## src/rtl/gpio_mmio.sv

```systemverilog
// Memory-mapped LED/button peripheral: byte-lane LED register, synchronised and
// debounced buttons, sticky press events (W1C) and a masked level interrupt.
module gpio_mmio #(
    parameter int unsigned N_LED           = 8,
    parameter int unsigned N_BTN           = 7,
    parameter int unsigned DEBOUNCE_CYCLES = 16,
    parameter bit          BTN_ACTIVE_LOW  = 1'b1,
    parameter logic [31:0] LED_RESET       = 32'h0
) (
    input  logic             clk,
    input  logic             reset_n,
    input  logic             Sel,
    input  logic [31:0]      DAddr,
    input  logic [31:0]      DWData,
    input  logic             DWE,
    input  logic [1:0]       DWidth,
    output logic [31:0]      DRData,
    input  logic [N_BTN-1:0] btn,
    output logic [N_LED-1:0] led,
    output logic             irq
);

    localparam int unsigned CNT_W = $clog2(DEBOUNCE_CYCLES + 1);
    localparam logic [CNT_W-1:0] CNT_LAST = CNT_W'(DEBOUNCE_CYCLES - 1);

    logic [N_LED-1:0] led_q, led_d;
    logic [N_BTN-1:0] irq_en_q, irq_en_d;
    logic [N_BTN-1:0] btn_evt_q, btn_evt_d;
    logic [N_BTN-1:0] state_q, state_d;
    logic [N_BTN-1:0] sync0_q, sync1_q;
    logic [CNT_W-1:0] cnt_q [N_BTN];
    logic [CNT_W-1:0] cnt_d [N_BTN];
    logic             irq_q, irq_d;

    logic [31:0]      lane_mask;
    logic             wr_en;
    logic [N_BTN-1:0] pin_pressed;
    logic [N_BTN-1:0] evt_clr;
    logic [N_BTN-1:0] rise;
    logic             unused_bits;

    // Normalise pins so that 1 always means pressed.
    assign pin_pressed = BTN_ACTIVE_LOW ? ~btn : btn;
    assign wr_en       = Sel & DWE;
    assign unused_bits = ^{DAddr[31:4], DWData, lane_mask};

    // Byte-lane enables from access width and low address bits.
    always_comb begin
        lane_mask = 32'h0;
        case (DWidth)
            2'b00:   lane_mask = 32'h0000_00FF << {DAddr[1:0], 3'b000};
            2'b01:   lane_mask = DAddr[1] ? 32'hFFFF_0000 : 32'h0000_FFFF;
            2'b10:   lane_mask = 32'hFFFF_FFFF;
            default: lane_mask = 32'h0;
        endcase
    end

    // Register writes, debounce counters, press detection and interrupt level.
    always_comb begin
        led_d    = led_q;
        irq_en_d = irq_en_q;
        evt_clr  = '0;
        state_d  = state_q;
        for (int i = 0; i < N_BTN; i++) begin
            cnt_d[i] = '0;
        end

        if (wr_en) begin
            case (DAddr[3:2])
                2'd0: led_d = (led_q & ~N_LED'(lane_mask)) | (N_LED'(DWData) & N_LED'(lane_mask));
                2'd2: evt_clr = N_BTN'(DWData) & N_BTN'(lane_mask);
                2'd3: irq_en_d = (irq_en_q & ~N_BTN'(lane_mask)) | (N_BTN'(DWData) & N_BTN'(lane_mask));
                default: ;
            endcase
        end

        for (int i = 0; i < N_BTN; i++) begin
            if (sync1_q[i] != state_q[i]) begin
                if (cnt_q[i] == CNT_LAST) begin
                    state_d[i] = sync1_q[i];
                end else begin
                    cnt_d[i] = cnt_q[i] + CNT_W'(1);
                end
            end
        end

        rise      = state_d & ~state_q;
        btn_evt_d = (btn_evt_q & ~evt_clr) | rise;
        irq_d     = |(btn_evt_q & irq_en_q);
    end

    // State registers with asynchronous active-low reset.
    always_ff @(posedge clk or negedge reset_n) begin
        if (!reset_n) begin
            led_q     <= N_LED'(LED_RESET);
            irq_en_q  <= '0;
            btn_evt_q <= '0;
            state_q   <= '0;
            sync0_q   <= '0;
            sync1_q   <= '0;
            irq_q     <= 1'b0;
            for (int i = 0; i < N_BTN; i++) begin
                cnt_q[i] <= '0;
            end
        end else begin
            led_q     <= led_d;
            irq_en_q  <= irq_en_d;
            btn_evt_q <= btn_evt_d;
            state_q   <= state_d;
            sync0_q   <= pin_pressed;
            sync1_q   <= sync0_q;
            irq_q     <= irq_d;
            for (int i = 0; i < N_BTN; i++) begin
                cnt_q[i] <= cnt_d[i];
            end
        end
    end

    // Zero-latency read mux; idle bus reads zero.
    always_comb begin
        DRData = 32'h0;
        if (Sel) begin
            case (DAddr[3:2])
                2'd0:    DRData = 32'(led_q);
                2'd1:    DRData = 32'(state_q);
                2'd2:    DRData = 32'(btn_evt_q);
                default: DRData = 32'(irq_en_q);
            endcase
        end
    end

    assign led = led_q;
    assign irq = irq_q;

endmodule
```

## config.mk

```make
export PLATFORM = sky130hd
export DESIGN_NAME = gpio_mmio
export DESIGN_NICKNAME = d
export VERILOG_FILES = /design/src/rtl/gpio_mmio.sv
export SDC_FILE = /design/constraint.sdc
export NUM_CORES = 1
export LEC_CHECK = 0
export CAP_MARGIN = 30
export CORE_AREA = 2 2 99 101
export CTS_BUF_LIST = sky130_fd_sc_hd__clkbuf_2
export CTS_CLUSTER_DIAMETER = 60
export DETAILED_ROUTE_END_ITERATION = 10
export DIE_AREA = 0 0 101 103
export PLACE_DENSITY = 0.69
export SYNTH_ARGS = -nofsm -noshare
export SYNTH_HDL_FRONTEND = slang
export SYNTH_SLANG_ARGS = --single-unit
```

## constraint.sdc

```tcl
create_clock -name clk -period 1.8 [get_ports clk]
set_input_delay 0.18 -clock clk [delete_from_list [all_inputs] [get_ports clk]]
set_output_delay 0.18 -clock clk [all_outputs]
set_load 0.05 [all_outputs]
```

# ---- Word level (Yosys, flattened, before mapping)
# Cells that the tools add are included.
dict set report word_totals {
  inputBits 77
  mem_count 0
  latchBits 0
  output_inout_bits 41
  ramBits 0
  rom_bits 0
  regBits 79
}
dict set report op_classes {
  order_cmp 0
  n_mux 34
  bitwise_logic 16
  div 0
  n_shift 1
  eq_ne 19
  reduce_logical 5
  add_sub_neg 7
  n_mul 0
}
# op n
set op_table {}
lappend op_table {{$mux 5} 14}
lappend op_table {{$pmux 8 s3} 2}
lappend op_table {{$add 5x1->5 const B} 7}
lappend op_table {{$and 7x7->7} 5}
lappend op_table {{$eq 5x4->1 const B} 7}
lappend op_table {{$not 7->7} 4}
lappend op_table {{$and 8x8->8} 2}
lappend op_table {{$mux 8} 2}
lappend op_table {{$mux 1} 14}
lappend op_table {{$mux 7} 2}
lappend op_table {{$or 7x7->7} 2}
lappend op_table {{$not 8->8} 1}
lappend op_table {{$or 8x8->8} 1}
lappend op_table {{$shl 8x5->8 const A} 1}
lappend op_table {{$ne 1x1->1} 7}
lappend op_table {{$reduce_or 7->1} 1}
lappend op_table {{$eq 2x2->1 const B} 3}
lappend op_table {{$eq 2x1->1 const B} 2}
lappend op_table {{$logic_not 2->1} 2}
lappend op_table {{$reduce_and 2->1} 2}
lappend op_table {{$and 1x1->1} 1}

# ---- Depth between registers and ports, before layout
dict set report logic_depth {
  depth_word 8
  ltp_mapped 5
}

# ---- Worst setup path after synthesis
# OpenSTA, ideal clock, no wires.
dict set report synth_path {
  kind {reg-to-output}
  start {register with a tool-made name}
  end {output DRData[0]}
  slack_ps 245
  t_required_ps 1620
  stages_incl_launch_ff 3
  t_arrival_ps 1375
  path_buffers 0
  path_cell_list {dfrtp_1 > mux4_2 > and2_1}
}
# item line_no
set synth_rtl {}
lappend synth_rtl {{end, declared} 17} ;# output logic [31:0] DRData,

==> results.yml <==
sta:
  slew_viol_final: 0
  worst_slack_ps: -112.0
  rsz0062_at_grt: "true"
  setup_viol: 7
  period_minus_slack_ps: 1912
  fin_crit_sh: 1.062
  fmax_mhz: 523.0
  final-hold-violation-count: 0
  finClkSkew_ps: 27.75
detailed_routing:
  wl_met2_um: 3380
  wl_met1_um: 3043
  vias: 2324
  drc: 0
  highest_layer: "met4"
  routed_via_density: 4.695
  avgRoutedWirePerCell_um: 13.81
  ant_nets: 0
  firstDrtPassIters: 4
  route.met3.wl_um: 363
  drt_wl_total_um: 6835
  drt-initial-drc-count: 88
clocking:
  numCtsBuffers: 9
  cts.sinks: 79
  cts_buffer_depth: 2
  clk_latency_ps: 520
  cts_htree_levels: 3
  cts-root-buf: "clkbuf_2"
  cts_tree: "built"
  clk_pin_slew_ps: 220
logic_synthesis:
  ys_warn_count: 0
  syn_area_mm2: 0.003567
  synth_cells: 288
  synth_seq_cells: 79
  synthDistinctLibCells: 30
  ys_seq_area_frac: 0.5542
  syn_area_per_cell_um2: 12.39
die:
  dieHeight_um: 103
  die-area_mm2: 0.01040
  io_pins: 118
  core_area_mm2: 0.009459
  initial_core_util: 0.3771
  die_x_um: 101
  rows: 36
status:
  status: "finished, violations left"
  violations: "setup timing"
global_route:
  overflow: 0
  grt_pass1_wl_um: 11030
  grt_max_degree: 36
  grt_pass1_vias: 2312
  grt_use_total: 0.1404
  antenna_found_initial: 0
place:
  place.gp.congestion: 0.7557
  place_inst: 454
  numPortBuffers: 41
  hpwl_um: 4856
  dp_slack_ps: -116.5
power_and_ir_drop:
  worst_ir_drop_vdd_mv: 0.3925
  powerDensity_mw_per_mm2: 910.3
  finalPower_mw: 4.120
  p_leak_nw: 2.198
worst_setup_path:
  crit_required_ps: 1620
  crit_arrival_ps: 1730
  worst_r2r_endpoint: "state_q[3]"
  timing.rr.start: "cnt_q[15]"
  worstPathMaxFanout: 3
  worst_setup_path_end_kind: "primary output"
  start_kind: "flip-flop"
  worst-r2r-cell-count: 4
  path_class: "reg -> out"
  r2r_slack_ps: 340
cells_and_area:
  drive_gt1_frac: 0.2651
  final_nets: 460
  postLayoutCoreUtil: 0.4784
  final_cells: 495
  num_antenna_cells: 0
  syn_to_final_growth_pct: 26.87
hold_path:
  hold_path.class: "in -> async"
job:
  cap_violations: 0
[stage by stage]
stage | instance area [um^2] | TNS, ps | hold slack (ps)
global route | 4526 | -1370 | 72.83
finish | 4526 | -584.9 | 113.2
floorplan | 3654 | 0 | -115.6
detailed placement | 4149 | -2186 | 164.6
global placement | 4149 | -1703 | 160.0
CTS | 4463 | -1014 | 76.80
[power breakdown]
group          switching, mW  total (mW)  internal [mW]
clock                  0.577        1.04          0.461
combinational          0.600        1.05          0.454
sequential             0.106        2.03           1.92
total                   1.28        4.12           2.84
[cells in the mapped netlist, drive strengths merged]
cell    count  area (um^2)
a222oi      1        10.01
o31ai       1        21.27
a211o       5        43.79
buf        26        190.2
nor2b      10        62.56
nand4       2        12.51
conb        1        3.750
nor4b       3        26.28
nand2       5        18.77
a21oi       4        20.02
xor2       15        131.4
nand4b      2        17.52
nand2b      1        6.260
and2       13        81.33
a32o        2        20.02
xnor2       4        35.03
nor3b       6        56.31
ha          7        87.58
mux2       21        262.8
nand3      17        85.08
o21ai       8        40.04
inv        16        60.06
and3        5        31.28
a22oi       2        15.01
nor2       25        93.84
dfrtp      79         1977
mux4        7        157.7
[logic make-up after synthesis]
group / Yosys count / synth area share
adder cells (fa/ha/maj): 7 / 0.02455
multiplexers: 28 / 0.1179
XOR/XNOR: 19 / 0.04665
flip-flops: 79 / 0.5542
buffers and inverters: 42 / 0.07015
AND/OR/NAND/NOR: 89 / 0.1379
other: 1 / 0.001051
AO/OA/AOI/OAI: 23 / 0.04770
[layer usage]
metal / track usage / vias up
met3: 0.05424 / 5
met5: 0 / -
met4: 0.03430 / 0
met1: 0.1801 / 1144
met2: 0.2262 / 54
li1: - / 1121
[what timing repair did]
item,4_1_cts,5_1_grt
setup endpoints to repair,17,9
gates resized for setup,29,6
hold buffers,1,0
cloned,0,0
buffers inserted,16,8
endpoints found under the hold margin,79,0
pin swaps,5,1
[how the worst max path moves through the flow]
stage | startpoint | end | slack (ps)
after detailed placement | DAddr[2] | flip-flop | -120
after floorplan | flip-flop | DRData[6] | 240
final | flip-flop | DRData[2] | -110
after global placement | DAddr[3] | DRData[6] | -90
after CTS | state_q[2] | DRData[2] | -170
after global routing | flip-flop | DRData[2] | -220
[worst max-delay path, cell delays in order (launching register included)]
cell and delay (ps):
dfrtp_1 450, mux4_2 470, and2_4 150, buf_8 140
[cell type report]
cell class	instances	area, um^2
Multi-Input combinational cell	190	1449
Clock inverter	5	72.57
Sequential cell	79	1977
Clock buffer	11	55.05
Timing Repair Buffer	80	769.5
Fill cell	880	4933
Tap cell	114	142.6
Inverter	16	60.06
[cell usage in the layout (no fill, tap or decap), types with 3 or more instances in the layout]
cell type and instances:
nor4b_1 3, nand2_1 5, mux2_2 14, and2_1 6
mux4_2 7, nand3_1 17, a211o_1 5, nor2b_1 10
nor3b_1 4, dfrtp_1 79, nor2_1 25, buf_8 6
buf_12 4, ha_1 7, buf_4 37, and3_1 5
conb_1 24, xnor2_1 4, mux2_4 7, clkdlybuf4s50_1 22
and2_4 7, o21ai_0 8, a21oi_1 4, clkbuf_2 12
xor2_1 15, dlygate4sd2_1 6, inv_1 16
Note: power is estimated with default switching activity, not from simulation.
